## src/rtl/uart_pkg.sv

```systemverilog
`default_nettype none
// ============================================================================
// Module      : uart_pkg
// Description : Shared types and helpers for the UART transmitter/receiver.
// Revision    : 1.0 - initial release
// ============================================================================
package uart_pkg;

    // Transmit FSM states; encodings 5..7 are unreachable
    typedef enum logic [2:0] {
        IDLE   = 3'd0,
        START  = 3'd1,
        DATA   = 3'd2,
        PARITY = 3'd3,
        STOP   = 3'd4
    } uart_tx_state_e;

    // Clock cycles per serial bit (integer division, truncating)
    function automatic int unsigned sclk_period(input int unsigned clock_hz,
                                                input int unsigned baud);
        return clock_hz / baud;
    endfunction

endpackage
`default_nettype wire

```

## src/rtl/sync_fifo.sv

```systemverilog
`default_nettype none
// ============================================================================
// Module      : sync_fifo
// Description : Single-clock FIFO with combinational head read. Pushes while
//               full and pops while empty are ignored; pointers wrap
//               naturally because Depth is a power of two.
// Revision    : 1.0 - initial release
// ============================================================================
module sync_fifo #(
    parameter int Width = 8,
    parameter int Depth = 16
) (
    input  logic                     clk,
    input  logic                     rst_n,
    input  logic                     push_i,
    input  logic [Width-1:0]         din_i,
    input  logic                     pop_i,
    output logic                     full_o,
    output logic                     empty_o,
    output logic [$clog2(Depth):0]   count_o,
    output logic [Width-1:0]         dout_o
);

    localparam int AW = $clog2(Depth);
    localparam logic [AW:0] c_DEPTH = (AW+1)'(Depth);

    logic [AW-1:0]    wr_ptr_q;
    logic [AW-1:0]    rd_ptr_q;
    logic [AW:0]      count_q;
    logic [Width-1:0] mem_q [Depth];

    logic w_push;
    logic w_pop;

    assign full_o  = (count_q == c_DEPTH);
    assign empty_o = (count_q == '0);
    assign count_o = count_q;
    assign dout_o  = mem_q[rd_ptr_q];

    assign w_push = push_i && !full_o;
    assign w_pop  = pop_i && !empty_o;

    // Pointer and occupancy tracking; simultaneous push/pop keeps the count
    always_ff @(posedge clk or negedge rst_n) begin
        if (!rst_n) begin
            wr_ptr_q <= '0;
            rd_ptr_q <= '0;
            count_q  <= '0;
        end else begin
            if (w_push) wr_ptr_q <= wr_ptr_q + 1'b1;
            if (w_pop)  rd_ptr_q <= rd_ptr_q + 1'b1;
            case ({w_push, w_pop})
                2'b10:   count_q <= count_q + 1'b1;
                2'b01:   count_q <= count_q - 1'b1;
                default: count_q <= count_q;
            endcase
        end
    end

    // Storage array; contents need no reset since occupancy gates every read
    always_ff @(posedge clk) begin
        if (w_push) mem_q[wr_ptr_q] <= din_i;
    end

endmodule
`default_nettype wire

```

## src/rtl/uart_tx.sv

```systemverilog
`default_nettype none
// ============================================================================
// Module      : uart_tx
// Description : FIFO-buffered UART transmitter. Frame = start bit, data LSB
//               first, optional even parity, 1 or 2 stop bits. The serial
//               line is a registered output that idles high.
// Revision    : 1.0 - initial release
// ============================================================================
module uart_tx
    import uart_pkg::*;
#(
    parameter int BaudRate     = 9600,
    parameter int ClockFreqHz  = 10000000,
    parameter int ParityBit    = 0,
    parameter int DataBitsSize = 8,
    parameter int StopBitsSize = 1,
    parameter int FifoDepth    = 16
) (
    input  logic                          clk,
    input  logic                          rst_n,
    input  logic [7:0]                    tx_data,
    input  logic                          tx_valid,
    output logic                          tx_ready,
    output logic                          tx_sig,
    output logic                          busy,
    output logic [$clog2(FifoDepth):0]    fifo_count
);

    localparam int unsigned c_SCLK      = sclk_period(ClockFreqHz, BaudRate);
    localparam logic [31:0] c_BIT_LAST  = 32'(c_SCLK - 1);
    localparam logic [31:0] c_STOP_LAST = 32'(StopBitsSize * c_SCLK - 1);
    localparam logic [2:0]  c_DATA_LAST = 3'(DataBitsSize - 1);
    localparam logic [7:0]  c_DATA_MASK = 8'((1 << DataBitsSize) - 1);

    uart_tx_state_e state_q, state_d;
    logic [31:0]    bit_cnt_q, bit_cnt_d;
    logic [2:0]     data_cnt_q, data_cnt_d;
    logic [7:0]     shift_q, shift_d;
    logic           parity_q, parity_d;
    logic           tx_q, tx_d;

    logic           fifo_pop;
    logic           fifo_full;
    logic           fifo_empty;
    logic [7:0]     fifo_dout;

    sync_fifo #(
        .Width (8),
        .Depth (FifoDepth)
    ) u_fifo (
        .clk     (clk),
        .rst_n   (rst_n),
        .push_i  (tx_valid && tx_ready),
        .din_i   (tx_data),
        .pop_i   (fifo_pop),
        .full_o  (fifo_full),
        .empty_o (fifo_empty),
        .count_o (fifo_count),
        .dout_o  (fifo_dout)
    );

    assign tx_ready = !fifo_full;
    assign tx_sig   = tx_q;
    assign busy     = (state_q != IDLE) || !fifo_empty;

    // Next-state logic: every bit lasts c_SCLK cycles, the stop period
    // StopBitsSize bits; the bit counter restarts on each bit boundary
    always_comb begin
        state_d    = state_q;
        bit_cnt_d  = bit_cnt_q + 32'd1;
        data_cnt_d = data_cnt_q;
        shift_d    = shift_q;
        parity_d   = parity_q;
        tx_d       = tx_q;
        fifo_pop   = 1'b0;

        case (state_q)
            IDLE: begin
                bit_cnt_d = '0;
                tx_d      = 1'b1;
                if (!fifo_empty) begin
                    // Parity is frozen from the popped byte, masked to the
                    // transmitted width
                    fifo_pop   = 1'b1;
                    shift_d    = fifo_dout;
                    parity_d   = ^(fifo_dout & c_DATA_MASK);
                    data_cnt_d = '0;
                    tx_d       = 1'b0;
                    state_d    = START;
                end
            end
            START: begin
                if (bit_cnt_q == c_BIT_LAST) begin
                    bit_cnt_d  = '0;
                    tx_d       = shift_q[0];
                    shift_d    = shift_q >> 1;
                    data_cnt_d = '0;
                    state_d    = DATA;
                end
            end
            DATA: begin
                if (bit_cnt_q == c_BIT_LAST) begin
                    bit_cnt_d = '0;
                    if (data_cnt_q == c_DATA_LAST) begin
                        if (ParityBit != 0) begin
                            tx_d    = parity_q;
                            state_d = PARITY;
                        end else begin
                            tx_d    = 1'b1;
                            state_d = STOP;
                        end
                    end else begin
                        tx_d       = shift_q[0];
                        shift_d    = shift_q >> 1;
                        data_cnt_d = data_cnt_q + 3'd1;
                    end
                end
            end
            PARITY: begin
                if (bit_cnt_q == c_BIT_LAST) begin
                    bit_cnt_d = '0;
                    tx_d      = 1'b1;
                    state_d   = STOP;
                end
            end
            STOP: begin
                if (bit_cnt_q == c_STOP_LAST) begin
                    bit_cnt_d = '0;
                    tx_d      = 1'b1;
                    state_d   = IDLE;
                end
            end
            default: begin
                // Illegal encoding: park the line high and recover
                bit_cnt_d = '0;
                tx_d      = 1'b1;
                state_d   = IDLE;
            end
        endcase
    end

    // State and datapath registers; reset forces the line high at once
    always_ff @(posedge clk or negedge rst_n) begin
        if (!rst_n) begin
            state_q    <= IDLE;
            bit_cnt_q  <= '0;
            data_cnt_q <= '0;
            shift_q    <= '0;
            parity_q   <= 1'b0;
            tx_q       <= 1'b1;
        end else begin
            state_q    <= state_d;
            bit_cnt_q  <= bit_cnt_d;
            data_cnt_q <= data_cnt_d;
            shift_q    <= shift_d;
            parity_q   <= parity_d;
            tx_q       <= tx_d;
        end
    end

endmodule
`default_nettype wire

```

## config.mk

```make
export PLATFORM = sky130hd
export DESIGN_NAME = uart_tx
export DESIGN_NICKNAME = d
export VERILOG_FILES = /design/src/rtl/uart_pkg.sv /design/src/rtl/sync_fifo.sv /design/src/rtl/uart_tx.sv
export SDC_FILE = /design/constraint.sdc
export NUM_CORES = 1
export LEC_CHECK = 0
export BUFFER_PORTS_ARGS = -buffer_cell sky130_fd_sc_hd__buf_2
export CAP_MARGIN = 20
export CORE_MARGIN = 2
export CORE_UTILIZATION = 57
export DETAILED_ROUTE_END_ITERATION = 12
export HOLD_SLACK_MARGIN = 0.02
export PLACE_DENSITY = 0.81
export SLEW_MARGIN = 15
export SYNTH_ARGS = -nofsm -noshare
export SYNTH_HDL_FRONTEND = slang
export SYNTH_HIERARCHICAL = 1
export SYNTH_SLANG_ARGS = --single-unit
```

## constraint.sdc

```tcl
create_clock -name clk -period 3.45 [get_ports clk]
set_input_delay 0.345 -clock clk [delete_from_list [all_inputs] [get_ports clk]]
set_output_delay 0.345 -clock clk [all_outputs]
set_load 0.01 [all_outputs]
```

==> impl_metrics.env, run 1 <==
export IMPL_syn_instance_count=596
export IMPL_remaining_drc_errors=0
export IMPL_synthesis_yosys_warnings=6
export IMPL_dieArea_um2=15600
export IMPL_tritoncts_clock_tree="built"
export IMPL_highest_count_cells_in_the_layout_ignoring_fill_and_taps="128 x sky130_fd_sc_hd__edfxtp_1, 58 x sky130_fd_sc_hd__dfrtp_1, 52 x sky130_fd_sc_hd__nor2_1"
export IMPL_reg2reg_depth=12
export IMPL_num_cts_buffers=17
export IMPL_clockBufferDepth=2
export IMPL_number_of_synthesized_register_bits=188
export IMPL_critPathMaxFanout=5
export IMPL_i_o_pins=19
export IMPL_wire_per_inst_um=19.4
export IMPL_worst_ep_required_time_ns=3.76
export IMPL_rows=44
export IMPL_switching_share_pct=26.2
export IMPL_drv_cap=0
export IMPL_synth_ff_type="sky130_fd_sc_hd__edfxtp_1"
export IMPL_grt_pass1_vias=4935
export IMPL_post_synth_num_cell_types=53
export IMPL_htreeDepth=4
export IMPL_achievable_frequency_ghz=0.322
export IMPL_max_slew_margin_rel_pct=41.2
export IMPL_crit_arrival_ns=3.42
export IMPL_antennaDiodeCount=0
export IMPL_hp_class="in -> reg"
export IMPL_cts_repair_resize_count=0
export IMPL_fin_crit_sh_pct=90.2
export IMPL_synth_net_count=621
export IMPL_ctsHoldBuffers=1
export IMPL_worst_setup_path_end_kind="register"
export IMPL_fin_ws_ns=0.340
export IMPL_finalCriticalPeriod_ns=3.11
export IMPL_setup_viol=0
export IMPL_layout_cells_most_common="sky130_fd_sc_hd__edfxtp_1"
export IMPL_power_per_cell_area_nw_per_um2=560
export IMPL_cts_sinks=188
export IMPL_crit_path_top_delay_cell="sky130_fd_sc_hd__dfrtp_1"
export IMPL_global_route_wire_length_before_repair_um=26100
export IMPL_dr_first_iter_drc_count=486
export IMPL_dp_worst_setup_slack_ns=0.409
export IMPL_ant_nets=0
export IMPL_crit_path_frequent_cell="sky130_fd_sc_hd__nor2b_1"
export IMPL_routabilityCongestion=0.879
export IMPL_initial_core_util_pct=57.8
export IMPL_grt_setup_unrepaired="no"
export IMPL_setup_worst_path_class="reg -> reg"
export IMPL_cp_cell_sequence="nor4_2, and2b_1, nor4_1, nor2b_1, ha_1, inv_1, fa_1, nor2b_1, o21ai_0, nand3_1, or3b_1, xnor2_1"
export IMPL_worst_pin_slew_ns=0.879
export IMPL_clock_slew_at_the_register_clock_pins_of_the_worst_setup_and_hold_paths_ns=0.07
export IMPL_power_combinational_fraction_pct=10.1
export IMPL_vdd_ir_drop_worst_mv=0.559
export IMPL_routed_via_density=6.04
export IMPL_drive_gt1_share_pct=16.2
export IMPL_post_synthesis_average_cell_area_um2=13.9
export IMPL_grt_util_all_layers_pct=21.5
export IMPL_fin_worst_skew_ns=0.0104
export IMPL_via_count=4907
export IMPL_fin_setup_tns_ns=0
export IMPL_flow_area_growth_from_synthesis_pct=9.68
export IMPL_globalRoute_totalOverflow=0
export IMPL_cell_internal_power_dissipation_uw=3770
export IMPL_finalNetCount=640
export IMPL_antenna_violations_before_repair=0
export IMPL_die_width_um=125
export IMPL_placed_area_um2=8530
export IMPL_fin_cells=812
export IMPL_drt_pass1_iter_count=5
export IMPL_synth_seq_area_share_pct=64.3
export IMPL_postRouteWirelength_um=15800
export IMPL_report_final_slew_viol_count=0
export IMPL_worst_setup_start_kind="register"
export IMPL_port_buffers=18
export IMPL_post_cts_setup_buffer_count=0
export IMPL_worst_skew_pair_late_latency_ns=0.43
export IMPL_fill_cells=987
export IMPL_ys_async_sr_fraction_pct=31.9
export IMPL_stdcell_area_um2=9120
export IMPL_netlist_area_um2=8310
export IMPL_count_of_flip_flops_with_a_built_in_enable_after_synthesis=128
export IMPL_cellLeakagePower_uw=0.00352
export IMPL_pin_count_of_the_biggest_net_entering_global_routing=25
export IMPL_post_place_cells=779
export IMPL_ctsRootBufferMaster="sky130_fd_sc_hd__clkbuf_16"
export IMPL_report_final_hold_viol_count=0
export IMPL_worstHoldPathCells=1
export IMPL_pwr_share_seq_pct=53.5
export IMPL_netSwitchingPower_uw=1340
export IMPL_design_core_area_um2=14400
export IMPL_dp_hpwl_um=10500
export IMPL_cp_slowest_stage_delay_ns=0.44
export IMPL_final_core_utilization_pct=63.4
export IMPL_power_clock_fraction_pct=36.5
export IMPL_floorplan_die_height_um=125
export IMPL_result_of_the_run="finished, final reports clean"
worst max-delay path, delay by kind of cell (launching register included):
| kind | cells | cell delay, ns |
|---|---|---|
| AND/OR/NAND/NOR | 7 | 1.50 |
| adder cells (fa/ha/maj) | 2 | 0.67 |
| flip-flops | 1 | 0.44 |
| XOR/XNOR | 1 | 0.14 |
| AO/OA/AOI/OAI | 1 | 0.13 |
| buffers and inverters | 1 | 0.11 |
synth_stat cells, types with 2 or more instances:
cell type / count / area (µm²)
sky130_fd_sc_hd__xnor2_1: 33 / 289
sky130_fd_sc_hd__nand2_1: 36 / 135
sky130_fd_sc_hd__nor2_1: 52 / 195
sky130_fd_sc_hd__edfxtp_1: 128 / 3840
sky130_fd_sc_hd__or3b_1: 2 / 17.5
sky130_fd_sc_hd__o21ai_0: 21 / 105
sky130_fd_sc_hd__o22ai_1: 7 / 43.8
sky130_fd_sc_hd__buf_2: 9 / 45.0
sky130_fd_sc_hd__nor2b_1: 5 / 31.3
sky130_fd_sc_hd__xor2_1: 9 / 78.8
sky130_fd_sc_hd__clkbuf_1: 10 / 37.5
sky130_fd_sc_hd__nand3_1: 13 / 65.1
sky130_fd_sc_hd__nor4_1: 11 / 68.8
sky130_fd_sc_hd__buf_1: 3 / 11.3
sky130_fd_sc_hd__inv_1: 21 / 78.8
sky130_fd_sc_hd__dfrtp_1: 59 / 1480
sky130_fd_sc_hd__buf_6: 8 / 90.1
sky130_fd_sc_hd__nand4_1: 11 / 68.8
sky130_fd_sc_hd__a21oi_1: 12 / 60.1
sky130_fd_sc_hd__nor4b_2: 2 / 30.0
sky130_fd_sc_hd__nor3_1: 17 / 85.1
sky130_fd_sc_hd__mux4_2: 16 / 360
sky130_fd_sc_hd__nor4_2: 3 / 37.5
sky130_fd_sc_hd__mux2_2: 9 / 101
sky130_fd_sc_hd__mux2i_1: 25 / 250
sky130_fd_sc_hd__nand2b_1: 3 / 18.8
sky130_fd_sc_hd__a22o_1: 3 / 26.3
sky130_fd_sc_hd__nor4b_1: 2 / 17.5
sky130_fd_sc_hd__a22oi_1: 15 / 113
sky130_fd_sc_hd__a21o_1: 2 / 15.0
sky130_fd_sc_hd__and3_1: 4 / 25.0
sky130_fd_sc_hd__a221oi_1: 8 / 70.1
sky130_fd_sc_hd__and2_1: 2 / 12.5
sky130_fd_sc_hd__ha_1: 13 / 163
sky130_fd_sc_hd__or3_1: 2 / 12.5
sky130_fd_sc_hd__and4_1: 3 / 26.3
state kept, by name, summed over array words and instances, names as in the netlist, 3 cells and up:
signal	cells
u_fifo/count_o	5
data_cnt_q	3
u_fifo/wr_ptr_q	4
shift_q	8
state_q	3
u_fifo/mem_q	128
bit_cnt_q	32
u_fifo/rd_ptr_q	4
layer usage:
metal	vias to the layer above	track usage [%]	routed length, µm
met4	0	8.46	488
met3	38	4.47	718
met1	2456	28.6	6790
li1	2260	-	-
met2	153	35.1	7790
met5	-	0	0
power by group through the flow:
stage / combinational, µW / clock (µW) / sequential [µW]
4_1_cts: 518 / 1880 / 2730
3_3_place_gp: 485 / 0 / 2760
5_1_grt: 563 / 1980 / 2750
6_report: 514 / 1860 / 2730
2_1_floorplan: 333 / 0 / 2740
3_5_place_dp: 512 / 0 / 2780
final timing paths:
check | slack, ns | endpoint | startpoint
max | 0.34 | u_fifo/count_o[4] | u_fifo/count_o[0]
max in group asynchronous | 2.31 | u_fifo/rd_ptr_q[0] | rst_n
min reg2reg | 0.49 | shift_q[7] | shift_q[7]
min in group asynchronous | 0.42 | bit_cnt_q[14] | rst_n
max reg2reg | 0.34 | u_fifo/count_o[4] | u_fifo/count_o[0]
min | 0.30 | u_fifo/mem_q[9][2] | tx_data[2]
kinds of logic after synthesis:
family	after synthesis	share of synthesized area, %
DFF	188	64.3
and+or+nand+nor	176	11.0
AOI/OAI and AO/OA	72	5.78
buffers and inverters	53	3.49
muxes	51	8.75
xor gates and xnor gates	42	4.43
adders and majority gates	14	2.20
final cells by class:
type                       instances  area [µm²]  area share [%]
sequential                       188        5350            58.7
multi-input combinational        355        2680            29.3
clock buffer                      17         425            4.67
tap                              184         230            2.53
timing repair buffer              32         210            2.31
clock inverter                    15         149            1.63
inverter                          21        78.8           0.865
metrics by stage:
stage / hold slack [ns] / power (µW)
floorplan: 0.0494 / 3070
global placement: 0.338 / 3240
detailed placement: 0.345 / 3290
CTS: 0.285 / 5130
global route: 0.296 / 5290
finish: 0.295 / 5100
(Power assumes the default switching activity.)
==> run 2, diff against run 1 <==
BUFFER_PORTS_ARGS = not set   (was -buffer_cell sky130_fd_sc_hd__buf_2)
DONT_BUFFER_PORTS = 1   (was not set)
PLACE_DENSITY = 0.79   (was 0.81)
==> impl_metrics.env, run 2 (same netlist as run 1, synthesis figures left out) <==
export IMPL_result_of_the_run="finished, final reports clean"
export IMPL_placed_area_um2=8430
export IMPL_routabilityCongestion=0.801
export IMPL_cellLeakagePower_uw=0.00350
export IMPL_dp_hpwl_um=10400
export IMPL_highest_count_cells_in_the_layout_ignoring_fill_and_taps="128 x sky130_fd_sc_hd__edfxtp_1, 58 x sky130_fd_sc_hd__dfrtp_1, 52 x sky130_fd_sc_hd__nor2_1"
export IMPL_power_clock_fraction_pct=37.5
export IMPL_pwr_share_seq_pct=53.5
export IMPL_tritoncts_clock_tree="built"
export IMPL_cts_sinks=188
export IMPL_postRouteWirelength_um=16500
export IMPL_worst_setup_path_end_kind="register"
export IMPL_remaining_drc_errors=0
export IMPL_cts_repair_resize_count=0
export IMPL_initial_core_util_pct=57.8
export IMPL_dieArea_um2=15600
export IMPL_power_per_cell_area_nw_per_um2=565
export IMPL_setup_viol=0
export IMPL_crit_arrival_ns=3.39
export IMPL_fin_worst_skew_ns=0.0114
export IMPL_globalRoute_totalOverflow=0
export IMPL_design_core_area_um2=14400
export IMPL_report_final_slew_viol_count=0
export IMPL_worst_setup_start_kind="register"
export IMPL_antenna_violations_before_repair=0
export IMPL_worst_ep_required_time_ns=3.77
export IMPL_hp_class="in -> async"
export IMPL_drt_pass1_iter_count=5
export IMPL_fin_setup_tns_ns=0
export IMPL_htreeDepth=4
export IMPL_rows=44
export IMPL_max_slew_margin_rel_pct=42.9
export IMPL_worst_skew_pair_late_latency_ns=0.43
export IMPL_floorplan_die_height_um=125
export IMPL_finalNetCount=629
export IMPL_ant_nets=0
export IMPL_clock_slew_at_the_register_clock_pins_of_the_worst_setup_and_hold_paths_ns=0.08
export IMPL_clockBufferDepth=2
export IMPL_antennaDiodeCount=0
export IMPL_i_o_pins=19
export IMPL_drive_gt1_share_pct=13.6
export IMPL_flow_area_growth_from_synthesis_pct=9.97
export IMPL_vdd_ir_drop_worst_mv=0.544
export IMPL_critPathMaxFanout=9
export IMPL_pin_count_of_the_biggest_net_entering_global_routing=61
export IMPL_largest_register_ffs=128
export IMPL_post_cts_setup_buffer_count=0
export IMPL_dr_first_iter_drc_count=449
export IMPL_grt_setup_unrepaired="no"
export IMPL_ctsHoldBuffers=10
export IMPL_fill_cells=973
export IMPL_multiInputGateArea_um2=2680
export IMPL_setup_worst_path_class="reg -> reg"
export IMPL_report_final_hold_viol_count=0
export IMPL_netSwitchingPower_uw=1400
export IMPL_worst_pin_slew_ns=0.853
export IMPL_routed_via_density=6.17
export IMPL_power_combinational_fraction_pct=9.0
export IMPL_reg_largest_list="u_fifo/mem_q x128, bit_cnt_q x32, shift_q x8"
export IMPL_die_width_um=125
export IMPL_final_seq_area_um2=5350
export IMPL_ctsRootBufferMaster="sky130_fd_sc_hd__clkbuf_16"
export IMPL_wire_per_inst_um=20.6
export IMPL_stdcell_area_um2=9140
export IMPL_max_flop_register="u_fifo/mem_q"
export IMPL_global_route_wire_length_before_repair_um=26800
export IMPL_achievable_frequency_ghz=0.326
export IMPL_switching_share_pct=27.0
export IMPL_cell_internal_power_dissipation_uw=3770
export IMPL_layout_cells_most_common="sky130_fd_sc_hd__edfxtp_1"
export IMPL_drv_cap=0
export IMPL_finalCriticalPeriod_ns=3.07
export IMPL_grt_util_all_layers_pct=22.3
export IMPL_port_buffers=0
export IMPL_via_count=4946
export IMPL_fin_crit_sh_pct=88.9
export IMPL_num_cts_buffers=17
export IMPL_grt_pass1_vias=4966
==> run 2: cell count changes in the layout (fill, tap and decap cells not counted), sizes merged <==
| cell | delta |
|---|---|
| dlygate4sd3 | +8 |
| inv | +1 |
| buf | -19 |
| clkinv | +1 |
| clkinvlp | -2 |
==> run 2: per-layer routing <==
layer / share of wire, % / up-vias / track usage [%]
li1: - / 2238 / -
met1: 41 / 2459 / 29.8
met2: 51 / 219 / 36.4
met3: 6.2 / 30 / 4.73
met4: 2.6 / 0 / 8.53
met5: 0 / - / 0
==> run 2: critical path, stage by stage, from the launching register on <==
cell                      delay [ns]
sky130_fd_sc_hd__dfrtp_1        0.47
sky130_fd_sc_hd__nor4_2         0.34
sky130_fd_sc_hd__nand2_1        0.12
sky130_fd_sc_hd__inv_1          0.09
sky130_fd_sc_hd__nor2b_1        0.05
sky130_fd_sc_hd__and2_1         0.23
sky130_fd_sc_hd__inv_1          0.09
sky130_fd_sc_hd__ha_1           0.23
sky130_fd_sc_hd__inv_1          0.10
sky130_fd_sc_hd__fa_1           0.41
sky130_fd_sc_hd__nor2b_1        0.13
sky130_fd_sc_hd__o21ai_0        0.12
sky130_fd_sc_hd__nand3_1        0.10
sky130_fd_sc_hd__or3b_1         0.36
sky130_fd_sc_hd__xnor2_1        0.13
==> run 2: cell type report <==
cell class | count | area share (%)
clock buffers | 17 | 4.65
flip-flops and latches | 188 | 58.5
clock inverters | 15 | 1.86
multi-input cells | 355 | 29.3
inverters | 21 | 0.862
well taps | 184 | 2.52
repair buffers | 21 | 2.33
==> run 2: metrics by stage <==
step	instances	util (%)	hold slack (ns)	total power, µW	setup slack, ns
6_report	801	63.6	0.452	5170	0.383
3_5_place_dp	759	58.6	0.0524	3220	0.417
2_1_floorplan	596	-	0.0494	3070	0.529
5_1_grt	801	63.6	0.473	5350	0.0904
4_1_cts	801	63.6	0.434	5190	0.400
3_3_place_gp	759	58.6	0.0517	3170	0.519
==> run 2: final timing paths <==
path | start | cells after the start | to | slack [ns]
hold / removal | rst_n | 2 | bit_cnt_q[28] | 0.45
hold reg to reg | shift_q[7] | 1 | shift_q[7] | 0.51
min in group clk | tx_valid | 3 | u_fifo/wr_ptr_q[0] | 0.45
setup / recovery | u_fifo/count_o[1] | 14 | u_fifo/count_o[4] | 0.38
max in group asynchronous | rst_n | 2 | tx_sig | 2.68
setup reg to reg | u_fifo/count_o[1] | 14 | u_fifo/count_o[4] | 0.38
==> run 2: power groups by stage <==
stage | registers [µW] | clock network (µW) | logic (µW)
after floorplan | 2740 | 0 | 333
after global placement | 2780 | 0 | 390
after detailed placement | 2800 | 0 | 413
after CTS | 2760 | 1960 | 471
after global routing | 2780 | 2050 | 521
final | 2760 | 1940 | 467
==> run 3, diff against run 2 <==
==> constraint.sdc (replaced) <==
create_clock -name clk -period 3.45 [get_ports clk]
set_input_delay 0.69 -clock clk [delete_from_list [all_inputs] [get_ports clk]]
set_output_delay 0.69 -clock clk [all_outputs]
set_load 0.01 [all_outputs]
==> impl_metrics.env, run 3 (same netlist as run 1, synthesis figures left out) <==
export IMPL_result_of_the_run="finished, final reports clean"
export IMPL_clock_slew_at_the_register_clock_pins_of_the_worst_setup_and_hold_paths_ns=0.07
export IMPL_stdcell_area_um2=9050
export IMPL_cp_cell_sequence="nor4_2, nand2_1, inv_1, nor2b_1, and2_1, inv_1, ha_1, inv_1, fa_1, nor2b_1, o21ai_0, nand3_1, or3b_1, xnor2_1"
export IMPL_ant_nets=0
export IMPL_pin_count_of_the_biggest_net_entering_global_routing=60
export IMPL_crit_path_top_delay_cell="sky130_fd_sc_hd__dfrtp_1"
export IMPL_met1Wirelength_um=6690
export IMPL_worst_setup_start_kind="register"
export IMPL_hold_ws_ns=0.101
export IMPL_postRouteWirelength_um=16100
export IMPL_dp_hpwl_um=10400
export IMPL_crit_arrival_ns=3.36
export IMPL_setup_viol=0
export IMPL_clockBufferDepth=2
export IMPL_worst_ep_required_time_ns=3.76
export IMPL_dieArea_um2=15600
export IMPL_worst_pin_slew_ns=0.964
export IMPL_reg_largest_list="u_fifo/mem_q x128, bit_cnt_q x32, shift_q x8"
export IMPL_routabilityCongestion=0.821
export IMPL_wire_per_inst_um=20.3
export IMPL_reg2reg_depth=14
export IMPL_crit_reg2reg_launch="u_fifo/count_o[0]"
export IMPL_crit_path_frequent_cell="sky130_fd_sc_hd__inv_1"
export IMPL_via_count=4956
export IMPL_fin_setup_tns_ns=0
export IMPL_report_final_hold_viol_count=0
export IMPL_drt_pass1_iter_count=5
export IMPL_vdd_ir_drop_worst_mv=0.556
export IMPL_worst_setup_path_end_kind="register"
export IMPL_power_per_cell_area_nw_per_um2=566
export IMPL_globalRoute_totalOverflow=0
export IMPL_post_cts_setup_buffer_count=0
export IMPL_fill_cells=984
export IMPL_maxUsedRoutingLayer="met4"
export IMPL_tritoncts_clock_tree="built"
export IMPL_dr_first_iter_drc_count=543
export IMPL_antenna_violations_before_repair=0
export IMPL_largest_register_ffs=128
export IMPL_drive_gt1_share_pct=13.7
export IMPL_highest_count_cells_in_the_layout_ignoring_fill_and_taps="128 x sky130_fd_sc_hd__edfxtp_1, 58 x sky130_fd_sc_hd__dfrtp_1, 52 x sky130_fd_sc_hd__nor2_1"
export IMPL_grt_setup_unrepaired="no"
export IMPL_grt_util_all_layers_pct=21.7
export IMPL_global_route_wire_length_before_repair_um=26000
export IMPL_placed_area_um2=8430
export IMPL_drv_cap=0
export IMPL_timing_reg2reg_setup_slack_ns=0.40
export IMPL_flow_area_growth_from_synthesis_pct=8.84
export IMPL_regToRegEndpoint="u_fifo/count_o[4]"
export IMPL_initial_core_util_pct=57.8
export IMPL_achievable_frequency_ghz=0.328
export IMPL_critical_path_buf_inv_count=3
export IMPL_fin_worst_skew_ns=0.0116
export IMPL_wl_met3_um=870
export IMPL_die_width_um=125
export IMPL_num_cts_buffers=17
export IMPL_finalNetCount=620
export IMPL_floorplan_die_height_um=125
export IMPL_fin_crit_sh_pct=88.4
export IMPL_cts_sinks=188
export IMPL_cellLeakagePower_uw=0.00346
export IMPL_cp_slowest_stage_delay_ns=0.48
export IMPL_design_power_total_uw=5120
export IMPL_remaining_drc_errors=0
export IMPL_max_flop_register="u_fifo/mem_q"
export IMPL_critPathMaxFanout=9
export IMPL_report_final_slew_viol_count=0
export IMPL_hp_class="in -> async"
export IMPL_ctsRootBufferMaster="sky130_fd_sc_hd__clkbuf_16"
export IMPL_port_buffers=0
export IMPL_finalCriticalPeriod_ns=3.05
export IMPL_layout_cells_most_common="sky130_fd_sc_hd__edfxtp_1"
export IMPL_cpLargestDelayFamily="simple AND/OR/NAND/NOR gates"
export IMPL_grt_pass1_vias=4923
export IMPL_met2RoutedLength_um=8050
export IMPL_routed_via_density=6.26
export IMPL_setup_worst_path_class="reg -> reg"
export IMPL_i_o_pins=19
export IMPL_htreeDepth=4
export IMPL_final_core_utilization_pct=63.0
export IMPL_worst_skew_pair_late_latency_ns=0.44
export IMPL_design_core_area_um2=14400
export IMPL_max_slew_margin_rel_pct=35.5
export IMPL_rows=44
export IMPL_antennaDiodeCount=0
[run 3: cell count changes in the layout (fill, tap and decap cells not counted)]
cell / previous run / this run
sky130_fd_sc_hd__clkinv_2: 1 / 0
sky130_fd_sc_hd__inv_6: 2 / 5
sky130_fd_sc_hd__clkinv_1: 0 / 1
sky130_fd_sc_hd__clkinv_4: 3 / 1
sky130_fd_sc_hd__inv_8: 5 / 4
sky130_fd_sc_hd__dlygate4sd3_1: 9 / 0
sky130_fd_sc_hd__inv_12: 1 / 0
sky130_fd_sc_hd__clkinv_8: 3 / 4
[run 3: power breakdown]
group	switching, µW	internal, µW	leakage (µW)
registers	135	2620	0.00193
logic	279	161	0.00124
clock network	949	977	0.000290
[run 3: area by class of cell]
class | instances | area (µm²) | area share (%)
clock buffer | 17 | 425 | 4.70
clock inverter | 15 | 166 | 1.84
inverter | 21 | 78.8 | 0.871
multi-input combinational | 355 | 2680 | 29.6
sequential | 188 | 5350 | 59.1
tap | 184 | 230 | 2.54
timing repair buffer | 12 | 123 | 1.36
[run 3: how the worst max path moves through the flow]
stage                       from                 to  depth (start not counted)
2_1_floorplan  u_fifo/count_o[0]  u_fifo/count_o[4]                         13
3_3_place_gp   u_fifo/count_o[1]  u_fifo/count_o[4]                         14
3_5_place_dp   u_fifo/count_o[0]  u_fifo/count_o[4]                         14
4_1_cts        u_fifo/count_o[0]  u_fifo/count_o[4]                         14
5_1_grt        u_fifo/count_o[0]  u_fifo/count_o[4]                         14
6_report       u_fifo/count_o[0]  u_fifo/count_o[4]                         14
[run 3: layer usage]
metal / global-route usage, % / up-vias
li1: - / 2214
met1: 27.9 / 2526
met2: 35.2 / 184
met3: 4.90 / 32
met4: 10.2 / 0
met5: 0 / -
[run 3: timing repair]
action,in CTS,in global routing
hold endpoints to repair,59,0
endpoints found under the setup margin,0,0
hold buffers,1,0
resized for setup,0,0
[run 3: worst reg2reg max path, stage by stage (launching register included)]
cell and delay, ns:
sky130_fd_sc_hd__dfrtp_1 0.48, sky130_fd_sc_hd__nor4_2 0.30, sky130_fd_sc_hd__nand2_1 0.13, sky130_fd_sc_hd__inv_1 0.10, sky130_fd_sc_hd__nor2b_1 0.04, sky130_fd_sc_hd__and2_1 0.23
sky130_fd_sc_hd__inv_1 0.10, sky130_fd_sc_hd__ha_1 0.22, sky130_fd_sc_hd__inv_1 0.10, sky130_fd_sc_hd__fa_1 0.42, sky130_fd_sc_hd__nor2b_1 0.12, sky130_fd_sc_hd__o21ai_0 0.11
sky130_fd_sc_hd__nand3_1 0.10, sky130_fd_sc_hd__or3b_1 0.36, sky130_fd_sc_hd__xnor2_1 0.13
[run 3: through the flow]
stage | instances | worst slack (ns)
2_1_floorplan | 596 | 0.529
3_3_place_gp | 759 | 0.491
3_5_place_dp | 759 | 0.407
4_1_cts | 792 | 0.406
5_1_grt | 792 | 0.153
6_report | 792 | 0.400
